`config.mk`:
```
export PLATFORM = sky130hd
export DESIGN_NAME = add_arbiter
export DESIGN_NICKNAME = d
export VERILOG_FILES = /design/src/rtl/add_arbiter_pkg.sv /design/src/rtl/vsevenseg.sv /design/src/rtl/add_arbiter.sv
export SDC_FILE = /design/constraint.sdc
export NUM_CORES = 1
export LEC_CHECK = 0
export CAP_MARGIN = 15
export CORE_MARGIN = 3
export CORE_UTILIZATION = 25
export CTS_CLUSTER_DIAMETER = 40
export DETAILED_ROUTE_END_ITERATION = 10
export GPL_ROUTABILITY_DRIVEN = 0
export SYNTH_ARGS = -nofsm -noshare
export SYNTH_HDL_FRONTEND = slang
export SYNTH_SLANG_ARGS = --single-unit
```
`constraint.sdc`:
```
create_clock -name clk -period 1.6 [get_ports clk]
set_input_delay 0.4 -clock clk [delete_from_list [all_inputs] [get_ports clk]]
set_output_delay 0.4 -clock clk [all_outputs]
set_load 0.01 [all_outputs]
```
`src/rtl/add_arbiter_pkg.sv`:
```
// Shared types and constants for the two-requester adder arbiter.
package add_arbiter_pkg;

   typedef enum logic [1:0] {
      IDLE = 2'd0,
      CALC = 2'd1,
      DONE = 2'd2
   } state_e;

   typedef logic id_t;

   localparam logic [6:0] SEG_OFF = 7'b1111111;

   function automatic logic [1:0] id_onehot(input id_t id);
      return id ? 2'b10 : 2'b01;
   endfunction

endpackage

```
`src/rtl/vsevenseg.sv`:
```
// Hex to active-low seven-segment decoder; bit order {g,f,e,d,c,b,a}.
// Only compiled in when ADD_ARBITER_SEG_EN is defined.
`ifdef ADD_ARBITER_SEG_EN
module vsevenseg (
   input  logic [3:0] hex,
   output logic [6:0] seg_L
);

   always_comb begin
      seg_L = 7'b1111111;
      case (hex)
         4'h0: seg_L = 7'b1000000;
         4'h1: seg_L = 7'b1111001;
         4'h2: seg_L = 7'b0100100;
         4'h3: seg_L = 7'b0110000;
         4'h4: seg_L = 7'b0011001;
         4'h5: seg_L = 7'b0010010;
         4'h6: seg_L = 7'b0000010;
         4'h7: seg_L = 7'b1111000;
         4'h8: seg_L = 7'b0000000;
         4'h9: seg_L = 7'b0010000;
         4'ha: seg_L = 7'b0001000;
         4'hb: seg_L = 7'b0000011;
         4'hc: seg_L = 7'b1000110;
         4'hd: seg_L = 7'b0100001;
         4'he: seg_L = 7'b0000110;
         4'hf: seg_L = 7'b0001110;
         default: seg_L = 7'b1111111;
      endcase
   end

endmodule
`endif

```
`src/rtl/add_arbiter.sv`:
```
// Two-requester round-robin arbiter in front of a single W-bit adder.
// Optional seven-segment output of the sum: define ADD_ARBITER_SEG_EN.
module add_arbiter
   import add_arbiter_pkg::*;
#(
   parameter int W = 4
) (
   input  logic         clk,
   input  logic         rst_n,
   input  logic [1:0]   req,
   input  logic [W-1:0] a0,
   input  logic [W-1:0] b0,
   input  logic [W-1:0] a1,
   input  logic [W-1:0] b1,
   output logic [1:0]   gnt,
   output logic [1:0]   done,
   output logic [W-1:0] sum,
   output logic         oflow,
   output logic [6:0]   seg_L,
   output logic [1:0]   fsm_state
);

   state_e       state;
   id_t          winner;
   id_t          last;
   id_t          pick;
   logic [W-1:0] op_a;
   logic [W-1:0] op_b;
   logic [W:0]   add_res;

   // On a tie the requester not served last wins; last only moves on DONE entry.
   always_comb begin
      pick = 1'b0;
      case (req)
         2'b01:   pick = 1'b0;
         2'b10:   pick = 1'b1;
         2'b11:   pick = ~last;
         default: pick = last;
      endcase
   end

   assign add_res = {1'b0, op_a} + {1'b0, op_b};

   always_ff @(posedge clk or negedge rst_n) begin
      if (!rst_n) begin
         state  <= IDLE;
         winner <= 1'b0;
         last   <= 1'b1;
         op_a   <= '0;
         op_b   <= '0;
         sum    <= '0;
         oflow  <= 1'b0;
      end else begin
         case (state)
            IDLE: begin
               if (|req) begin
                  state  <= CALC;
                  winner <= pick;
                  op_a   <= pick ? a1 : a0;
                  op_b   <= pick ? b1 : b0;
               end
            end
            CALC: begin
               state          <= DONE;
               {oflow, sum}   <= add_res;
               last           <= winner;
            end
            DONE:    state <= IDLE;
            default: state <= IDLE;
         endcase
      end
   end

   assign gnt       = (state == CALC) ? id_onehot(winner) : 2'b00;
   assign done      = (state == DONE) ? id_onehot(winner) : 2'b00;
   assign fsm_state = state;

`ifdef ADD_ARBITER_SEG_EN
   logic [3:0] seg_hex;
   assign seg_hex = 4'(sum);

   vsevenseg u_seg (
      .hex   (seg_hex),
      .seg_L (seg_L)
   );
`else
   assign seg_L = SEG_OFF;
`endif

endmodule
```
Yosys cells after proc, flatten, opt, wreduce, memory -nomap -nowiden
Cells that the tools add are included.
- equal/unequal tests: 6
- mux-type cells: 8
- reductions and logical operators: 3
- add/subtract/negate cells: 1
- bitwise gates (word level): 1
- operators by type and width (operator ; count):
    $mux 2 ; 4
    $mux 4 ; 2
    $eq 2x2->1 const B ; 3
    $add 4x4->5 ; 1
    $eq 2x1->1 const B ; 2
    $pmux 2 s2 ; 1
    $pmux 1 s3 ; 1
    $logic_not 2->1 ; 1
    $ne 2x2->1 const B ; 1
    $reduce_and 2->1 ; 1
    $reduce_or 2->1 ; 1
    $not 1->1 ; 1
- bits of input ports: 20
- output and inout bits: 18
- flip-flop bits (word level): 17

Longest topological paths before layout
- depth after elaboration: 3
- depth in mapped cells: 5
- depth with buffers taken out: 5

Least setup slack after synthesis
OpenSTA, ideal clock, no wires.
- kind: flip-flop to flip-flop
- start: reg op_a[0]
- end: reg oflow
- data required time: 1.472 ns
- data arrival time: 1.326 ns
- cell stages (with the launch flop): 6
- library setup time: 0.128 ns
- slack: 0.146 ns
- cells stage by stage: dfrtp_1 ha_1 fa_1 a21o_1 a21oi_1 o21ai_0
- cells in the longest elaborated chain, start to end: 1
- RTL lines (element ; line ; text):
    start: declaration ; add_arbiter.sv:27 ; logic [W-1:0] op_a;
    start signal: assignment ; add_arbiter.sv:59 ; op_a <= pick ? a1 : a0;
    $add 4x4->5 ; add_arbiter.sv:42 ; assign add_res = {1'b0, op_a} + {1'b0, op_b};
    end signal: assignment ; add_arbiter.sv:65 ; {oflow, sum} <= add_res;
    end: declaration ; add_arbiter.sv:18 ; output logic oflow,
Every way passes these cells.
A chain may end at the register's enable or synchronous reset.

Worst setup path after layout
- start: reg state[1] (netlist: fsm_state[1])
- end: out done[1]
- cells in the longest elaborated chain, start to end: 2
- RTL lines (element ; line ; text):
    start: declaration ; add_arbiter.sv:23 ; state_e state;
    start signal: assignment ; add_arbiter.sv:46 ; state <= IDLE;
    start signal: assignment ; add_arbiter.sv:57 ; state <= CALC;
    start signal: assignment ; add_arbiter.sv:64 ; state <= DONE;
    $eq 2x2->1 ; add_arbiter.sv:75 ; assign done = (state == DONE) ? id_onehot(winner) : 2'b00;
    $mux 2 ; add_arbiter.sv:75 ;
    end: declaration ; add_arbiter.sv:16 ; output logic [1:0] done,
Every way passes these cells.

==> metrics list <==
- The number of pins with negative max-slew slack in the final report was 0.
- For this configuration, the core starts out at a cell density of about 27%.
* Minimum clock period: ~1500 ps
- Clock tree sinks: 17
* Max-capacitance violation count: 0
- In this run switching power makes up 39.98% of total power.
* Combinational share of power: around 58%
- Total number of H-tree levels: 1
* Root buffer cell: clkbuf_8
- The initial antenna violation count is 0.
- Excluding fillers, the count of instances in the completed layout stands at between 150 and 200.
- 0 antenna diodes ended up in the layout.
- The synthesized netlist devotes less than 1% of its cell area to XOR and XNOR gates.
* Leakage dissipation: roughly 0.62 nW
* Critical path fanouts, max: 3
- Power spread over the standard cell area amounts to approximately 1900 nW/µm².
- Clock-pin slew was measured on the worst setup and hold paths at approximately 60 ps.
- Proportion of synthesized flip-flops having asynchronous set or reset: 100.0%
- Counting distinct cell types in the post-synthesis netlist gives 30.
- CP cell instances: buf_4 > nor3b_2 > clkdlybuf4s15_2
* CP endpoint kind: output pin
* Result of the run: complete, no violations
- Element type at the critical path start: flip-flop
- For this run the aggregate overflow at the end of global routing stands at 0.
- Buffers plus inverters on the worst setup path: 2
* Sequential Power Share: about 30%
- The portion of synthesized area spent on multiplexers is 0%.
- OpenSTA, run right after detailed placement, puts the worst setup slack at -144.6 ps.
- Crit path arrival time: between 1000 and 1500 ps
* WS Path Type: flip-flop to output pin
- Fraction of the cycle the final worst path needs: 96.52%
- In this run, the number of DRC markers left after iteration 0 of detailed routing was 29.
* Area share of the leading cell type in the synthesized netlist: about two fifths
- Cell internal power was estimated by the tool at around 1.7 mW.
- Area fraction in and, or, nand and nor cells after synthesis: 16.28%
* Core occupancy in the finished layout: between 30% and 40%
- CP Data Required Time: 1200 ps
- Before antenna repair, the detailed router went through 4 iterations.
- Pin count of the biggest net entering global routing: 11
- In this run the cell area of the synthesized design comes to 1037 µm².
- DR DRC count: 0
- Counting every instance in the synthesized netlist gives 105.
- Final HPWL DP: around 1900 µm
- Once placement completed, the tool counted placed cells totaling approximately 190.
* WL per Instance: 11.94 µm
- The initialized floorplan defines 22 standard-cell rows.
* Minimum setup slack among reg-to-reg paths: ~90 ps
* Post-synthesis average cell area: 9.879 µm²
- Synthesized-area fraction occupied by adder cells: between 6 and 7%
- Setup violations remaining at the end of the flow were counted as 0.
* Worst min-delay path class: primary input to async pin
* Main combinational cell family by area after synthesis: compound AO/OA/AOI/OAI gates
* Skew final: 3.413 ps
- CTS tree: yes
* Cell type with the highest aggregate area in the netlist: dfrtp_1
* Total number of vias: roughly 880
* Delay of the slowest critical-path stage: slightly below 400 ps
- Clock insertion delay at the later pin of the skew report: between 200 and 300 ps
- Wire length of the first global-routing pass: ~3900 µm
- Counting along the longest clock path gives a buffer depth of 2.
- Number of global-route vias before repair: 842
* Area added between synthesis and finish: 41.01%
- Total cell area at the placement stage: 1391 µm²
- The final number of hold-violating endpoints came to 0.
* Number of flops mapped to enable cells by yosys: 0
* Worst hold-check slack: between 400 and 500 ps
- GRT Util Overall: 9.651%
- Cells with a size suffix above 1 make up a little over a quarter of the layout.
- FMAX: 647.5 MHz
- Summed over all nets, the switching power comes to 1.109 mW.
* Chip height: 70.41 µm
* Setup TNS after final layout: 0 ps
- Number of storage elements in the synthesis netlist: 17
- Buffers added on ports: 30
* Unrepaired setup endpoints after global routing: false
- Once detail routing completed, the nets flagged for antenna violations numbered 0.
- In this design, the largest share of critical-path delay is due to flip-flops.
* Detailed-route vias per instance: 4.592
- Total length of routed wires: 2281 µm
* Worst VDD drop: about 560 µV
- The completed layout was analyzed and its total power is roughly 2.8 mW.
* Slack of the critical path: 55.67 ps
- Fraction of power consumed by the clock network: 11.3%
- Total number of yosys warnings: 0
- Sequential cells were found to cover between 40 and 50% of the synthesized design area.
* Die area: 4958 µm²
* Slowest stage cell on the critical path: dfrtp_1
- Share of the synthesized area in compound gates (AO/OA/AOI/OAI): about a quarter
- Post-route cell area: 1463 µm²
- Prevailing post-synth register cell: dfrtp_1
- In this run the horizontal extent of the chip is roughly 70 µm.
- Number of CTS-inserted buffers: 3
- In the post-synthesis netlist, the biggest area contributors are dfrtp_1 (39%), a31oi_2 (9.7%), a21oi_1 (5.8%).
* Final net count: between 150 and 200
* Number of ports placed on the die boundary: 38
- The core region is ~3800 µm².
-- cells in the mapped netlist (3+ instances only) --
cell type	count
dfrtp_1	16
a21oi_1	12
o21ai_0	10
nand3_1	9
a31oi_2	8
nand2_1	8
buf_4	7
ha_1	4
inv_1	4
nand2b_1	3
-- state kept, by name (all words and copies together) (netlist names) --
signal,count
op_a,4
oflow,1
last,1
op_b,4
winner,1
fsm_state,2
sum,4
-- final timing paths --
| kind | from | end | depth (start not counted) |
|---|---|---|---|
| worst max-delay path | fsm_state[1] | done[1] | 3 |
| worst min-delay path | rst_n | oflow | 1 |
| worst max register to register | op_a[0] | oflow | 5 |
| worst min register to register | sum[2] | sum[2] | 2 |
| max in group asynchronous | rst_n | winner | 2 |
| min in group clk | sum[2] | sum[2] | 2 |
-- per-layer routing --
layer / share of wire, % / track usage, % / vias to the layer above
met4: 0 / 3.191 / 0
met3: 7.2 / 2.590 / 0
li1: - / - / 441
met2: 47 / 14.86 / 32
met5: 0 / 0 / -
met1: 45 / 12.98 / 404
-- cell families (layout without fill, tap and decap cells) --
| kind of cell | Yosys count | after routing |
|---|---|---|
| compound gates | 34 | 34 |
| xor+xnor | 1 | 1 |
| fa+ha+maj | 5 | 5 |
| buf+inv | 16 | 48 |
| flops | 17 | 17 |
| other cells | 1 | 7 |
| simple gates | 31 | 31 |
-- power by group through the flow --
stage          sequential [mW]  clock, mW  combinational [mW]
2_1_floorplan            0.850          0                1.01
3_3_place_gp             0.835          0                1.55
3_5_place_dp             0.847          0                1.58
4_1_cts                  0.840      0.323                1.61
5_1_grt                  0.896      0.343                1.80
6_report                 0.857      0.312                1.60
-- cells in the final DEF, fill, tap and decap left out, drive strengths merged --
cell,count
ha,4
or4,1
xnor2,1
dlygate4sd2,2
nor2,3
inv,4
nand2,8
conb,7
o2111ai,1
nor4bb,1
or2,1
nand2b,3
buf,12
clkdlybuf4s50,24
nor3b,2
and2b,1
a21o,2
a21oi,12
o21ai,10
dfstp,1
nor2b,1
clkbuf,5
nand3,9
fa,1
and2,1
dfrtp,16
clkdlybuf4s15,1
a31oi,9
-- timing repair --
item                                    in CTS  in global routing
resized for setup                           14                 11
buffers inserted                             2                  0
hold buffers                                 0                  0
endpoints found under the setup margin       6                  6
gates cloned                                 0                  0
-- layout make-up --
cell class / instances / area [µm²]
timing repair buffer: 40 / 359.1
multi-input combinational: 78 / 554.3
sequential: 17 / 429.2
clock buffer: 4 / 45.04
inverter: 4 / 15.01
tap: 48 / 60.06
fill: 395 / 2364
No activity file was read; power rests on OpenSTA's default activity.
